<file path="src/rtl/kgp_alu_pkg.sv">
// Shared ALU definitions: default datapath width and the architectural flags record.
package kgp_alu_pkg;

  localparam int DATA_W_DEFAULT = 32;

  typedef struct packed {
    logic zero;
    logic carry;
    logic sign;
    logic ovf;
  } flags_t;

endpackage

</file>
<file path="src/rtl/shift_result_stage_flag_gen.sv">
// Combinational flag derivation for one result word, used when a flag-writing beat retires.
module flag_gen
  import kgp_alu_pkg::*;
#(
  parameter int DATA_W = DATA_W_DEFAULT
) (
  input  logic [DATA_W-1:0] result,
  input  logic              carry,
  input  logic              ovf,
  output flags_t            flags
);

  always_comb begin
    flags       = '0;
    flags.zero  = (result == '0);
    flags.carry = carry;
    flags.sign  = result[DATA_W-1];
    flags.ovf   = ovf;
  end

endmodule

</file>
<file path="src/rtl/shift_result_stage.sv">
// Two-entry (main + skid) result buffer between shifter/ALU and writeback, owning the flags register.
// Optional stall counter port perf_stall_cnt is built when RESULT_STAGE_PERF_EN is defined.
module shift_result_stage
  import kgp_alu_pkg::*;
#(
  parameter int DATA_W = DATA_W_DEFAULT
) (
  input  logic              clk,
  input  logic              rst,
  input  logic              in_valid,
  output logic              in_ready,
  input  logic [DATA_W-1:0] in_result,
  input  logic              in_carry,
  input  logic              in_ovf,
  input  logic              in_upd_flags,
  output logic              out_valid,
  input  logic              out_ready,
  output logic [DATA_W-1:0] out_result,
  input  logic              flush,
  output logic              flag_zero,
  output logic              flag_carry,
  output logic              flag_sign,
  output logic              flag_ovf
`ifdef RESULT_STAGE_PERF_EN
  ,
  output logic [15:0]       perf_stall_cnt
`endif
);

  typedef struct packed {
    logic [DATA_W-1:0] result;
    logic              carry;
    logic              ovf;
    logic              upd;
  } entry_t;

  entry_t main_q, skid_q, main_d, skid_d, in_entry;
  logic   main_valid, skid_valid, main_valid_d, skid_valid_d;
  logic   ready_q;
  logic   accept, handoff;
  flags_t flags_q, flags_new;

  assign in_entry = '{result: in_result, carry: in_carry, ovf: in_ovf, upd: in_upd_flags};
  assign accept   = in_valid & ready_q & ~flush;
  assign handoff  = main_valid & out_ready;

  // Hand-off first frees main, so a same-cycle accept lands in main and order is preserved.
  always_comb begin
    main_d       = main_q;
    skid_d       = skid_q;
    main_valid_d = main_valid;
    skid_valid_d = skid_valid;
    if (flush) begin
      main_valid_d = 1'b0;
      skid_valid_d = 1'b0;
    end else begin
      if (handoff) begin
        main_d       = skid_q;
        main_valid_d = skid_valid;
        skid_valid_d = 1'b0;
      end
      if (accept) begin
        if (!main_valid_d) begin
          main_d       = in_entry;
          main_valid_d = 1'b1;
        end else begin
          skid_d       = in_entry;
          skid_valid_d = 1'b1;
        end
      end
    end
  end

  flag_gen #(.DATA_W(DATA_W)) u_flag_gen (
    .result (main_q.result),
    .carry  (main_q.carry),
    .ovf    (main_q.ovf),
    .flags  (flags_new)
  );

  always_ff @(posedge clk or posedge rst) begin
    if (rst) begin
      main_q     <= '0;
      skid_q     <= '0;
      main_valid <= 1'b0;
      skid_valid <= 1'b0;
      ready_q    <= 1'b1;
      flags_q    <= '0;
    end else begin
      main_q     <= main_d;
      skid_q     <= skid_d;
      main_valid <= main_valid_d;
      skid_valid <= skid_valid_d;
      ready_q    <= ~skid_valid_d;
      if (handoff && main_q.upd && !flush)
        flags_q <= flags_new;
    end
  end

  assign in_ready   = ready_q;
  assign out_valid  = main_valid;
  assign out_result = main_q.result;
  assign flag_zero  = flags_q.zero;
  assign flag_carry = flags_q.carry;
  assign flag_sign  = flags_q.sign;
  assign flag_ovf   = flags_q.ovf;

`ifdef RESULT_STAGE_PERF_EN
  // Saturating count of cycles where upstream is blocked by a full buffer.
  always_ff @(posedge clk or posedge rst) begin
    if (rst)
      perf_stall_cnt <= '0;
    else if (in_valid && !ready_q && perf_stall_cnt != 16'hFFFF)
      perf_stall_cnt <= perf_stall_cnt + 16'd1;
  end
`else
  // Stall counter not built in this configuration.
`endif

endmodule
</file>
<file path="config.mk">
export PLATFORM = sky130hd
export DESIGN_NAME = shift_result_stage
export DESIGN_NICKNAME = d
export VERILOG_FILES = /design/src/rtl/kgp_alu_pkg.sv /design/src/rtl/shift_result_stage_flag_gen.sv /design/src/rtl/shift_result_stage.sv
export SDC_FILE = /design/constraint.sdc
export NUM_CORES = 1
export LEC_CHECK = 0
export CAP_MARGIN = 10
export CORE_ASPECT_RATIO = 1.75
export CORE_MARGIN = 3
export CORE_UTILIZATION = 46
export DETAILED_ROUTE_END_ITERATION = 8
export PLACE_DENSITY = 0.88
export SLEW_MARGIN = 0
export SYNTH_ARGS = -nofsm -noshare
export SYNTH_HDL_FRONTEND = slang
export SYNTH_HIERARCHICAL = 1
export SYNTH_SLANG_ARGS = --single-unit
</file>
<file path="constraint.sdc">
create_clock -name clk -period 2.6 [get_ports clk]
set_input_delay 0.52 -clock clk [delete_from_list [all_inputs] [get_ports clk]]
set_output_delay 0.52 -clock clk [all_outputs]
set_load 0.005 [all_outputs]
</file>
==> metrics.yaml <==
clocking:
  clock-root-buffer: "clkbuf_16"
  post_cts_resized: 0
  postCtsSetupBuffers: 0
  clock_sinks: 77
  cts.clk_slew.worst_paths_ns: 0.06
  clockBufferDepth: 2
  postCtsHoldBufs: 0
  clk_latency_ns: 0.33
  cts_tree: "yes"
  cts-buffers-inserted: 9
  cts_htree_levels: 3
sta:
  fmax_mhz: 516
  maxSlewHeadroom: 0.657
  setup_ws_ns: 0.664
  fin_crit_sh: 0.745
  fin_setup_tns_ns: 0
  holdWs_ns: 0.412
  rsz0062_at_grt: "no"
  finalHoldViolations: 0
  setup_viol: 0
  fin_crit_ns: 1.94
  clock_skew_ns: 0.00452
  slew_viol_final: 0
  tightest_slew_ns: 0.510
cells_and_area:
  drive_gt1_frac: 0.222
  multi_input_area_um2: 1210
  nFillCells: 593
  nNetsFinal: 352
  layout_commonest_cell: "clkdlybuf4s50_1"
  areaGrowthSynthToFinish_pct: 24.4
  mostFrequentLayoutCells: "77 x clkdlybuf4s50_1, 76 x dfrtp_1, 40 x mux2_2, 34 x and3_1, 34 x a221o_1"
  register_area_um2: 1930
  antenna_cells: 0
  layout.cells.non_filler: 402
floorplanning:
  design.core.area_um2: 7340
  die_w_um: 72.2
  die_area_um2: 8810
  row_count: 41
  die_h_um: 122
  initial_utilization: 0.481
  io_pins: 78
drt:
  drt_wl_total_mm: 7.74
  routedWlPerCell_um: 19.3
  via_per_inst: 5.88
  drt-pass1-iter-count: 4
  ant_nets: 0
  drt_iter0_drc: 231
  via_count: 2365
  route.detailed.drc: 0
global_route:
  grt_max_degree: 43
  antenna_found_initial: 0
  grt_usage: 0.186
  grt_pass1_vias: 2456
  gr-total-overflow: 0
  grt_pass1_wl_mm: 12.6
worst_hold_path:
  hp-class: "in2async"
worst_setup_path:
  critPathMaxFanout: 20
  end_kind: "register"
  rr_worst_depth: 4
  cp_top_family: "buffers and inverters"
  crit_chain: "clkdlybuf4s50_1 -> nand2_1 -> nor4b_4 -> buf_4 -> mux2_2"
  cp.required_ns: 2.81
  cp.arrival_ns: 2.14
  r2r-start: "in_ready$_DFF_PP1_"
  r2r-end: "skid_q[33]$_DFFE_PP0P_"
  reg2reg_slack_ns: 0.82
  cp_num_buf_inv: 2
  critical-path-max-stage-delay_ns: 0.50
  startpoint_type: "input pin"
  cpMaxStageDelayCell: "clkdlybuf4s50_1"
  path_class: "in2reg"
synthesis:
  synth_top_area_frac: 0.538
  synth_top_cell_by_area: "dfrtp_1"
  syn_avg_cell_area_um2: 13.2
  synth.distinct_cells: 26
  synth-seq-cells: 77
  yosysSeqAreaShare: 0.546
  syn_inst: 267
  synth_area_um2: 3530
  synth_area_leaders: "dfrtp_1 54%, mux2_2 13%, a221o_1 9.6%, buf_4 7.7%, and3_1 6.0%"
  synth_warnings: 6
  syn_nets: 307
power:
  pwr_density_cell_nw_per_um2: 812
  vdd_drop_max_mv: 0.575
  p_leak_nw: 1.99
status:
  outcome: "completed"
place:
  io_buffers: 77
  gp_congestion: 0.787
  place_worst_setup_slack_ns: 0.320
  dp.cells: 387
  post-dp-hpwl_mm: 5.34
run:
  maxCapViolations: 0
-- power by group --
group / internal, mW / switching [mW]
Clock: 0.718 / 0.438
Combinational: 0.499 / 0.244
Sequential: 1.48 / 0.185
Total: 2.70 / 0.867
-- kinds of logic (layout without fill, tap and decap cells) --
logic type,after synthesis,in the layout,share of synthesized area
buf+inv,56,105,0.115
simple gates,54,54,0.0978
compound gates,39,39,0.110
flops,77,77,0.546
mux,41,41,0.132
-- worst register-to-register path, cell delays in order, from the launching register on --
cell	delay (ns)
dfstp_2	0.55
nand2_1	0.15
nor4b_4	0.26
buf_4	0.32
mux2_2	0.39
-- cells in the mapped netlist --
cell      instances
a211oi_4          1
dfrtp_1          76
buf_2             6
inv_1             3
mux2_2           40
buf_6             7
nor2_1            1
a221o_1          34
clkbuf_1          3
buf_1             1
and3b_1           1
a21o_1            1
buf_4            36
a31o_2            1
nand2b_1          1
nand4_1           2
and3_1           34
nor4b_2           1
mux2_4            1
a31oi_1           1
a21oi_1           1
nand2_1           4
dfstp_2           1
nor4_1            7
nor4_2            1
nand3b_1          2
-- registers in the layout, summed over array words and instances, names as in the netlist --
signal / flops
flag_carry: 1
flag_ovf: 1
flag_sign: 1
flag_zero: 1
in_ready: 1
main_q: 3
out_result: 32
out_valid: 1
skid_q: 35
skid_valid: 1
-- how the worst max path moves through the flow --
stage                         from                endpoint  slack [ns]  cells after the start
after detailed placement  in_valid  skid_q[26]$_DFFE_PP0P_        0.32                      5
after global routing      in_valid  skid_q[32]$_DFFE_PP0P_        0.57                      5
after CTS                 in_valid  skid_q[33]$_DFFE_PP0P_        0.66                      5
final                     in_valid  skid_q[33]$_DFFE_PP0P_        0.66                      5
after floorplan                rst  flag_carry$_DFFE_PP0P_        0.11                      1
after global placement    in_valid  skid_q[26]$_DFFE_PP0P_        0.38                      5
-- layer usage --
| metal | vias up | GRT usage | wire length, um | part of all wire |
|---|---|---|---|---|
| li1 | 1058 | - | - | - |
| met1 | 1213 | 0.230 | 3120 | 0.40 |
| met2 | 84 | 0.317 | 4060 | 0.52 |
| met3 | 10 | 0.0347 | 435 | 0.056 |
| met4 | 0 | 0.0741 | 128 | 0.017 |
| met5 | - | 0 | 0 | 0 |
-- through the flow --
stage / instance area, um^2 / utilization / power (mW)
CTS: 4390 / 0.599 / 3.59
detailed placement: 4110 / 0.561 / 2.44
global route: 4390 / 0.599 / 3.73
floorplan: 3530 / - / 2.14
global placement: 4110 / 0.561 / 2.39
finish: 4390 / 0.599 / 3.57
-- final cells by class --
class                      count  share of cell area
clock buffer                  14              0.0624
clock inverter                 1             0.00114
inverter                       3             0.00285
multi-input combinational    134               0.275
sequential                    77               0.439
tap                           86              0.0245
timing repair buffer          87               0.195
No activity file was read; power rests on OpenSTA's default activity.
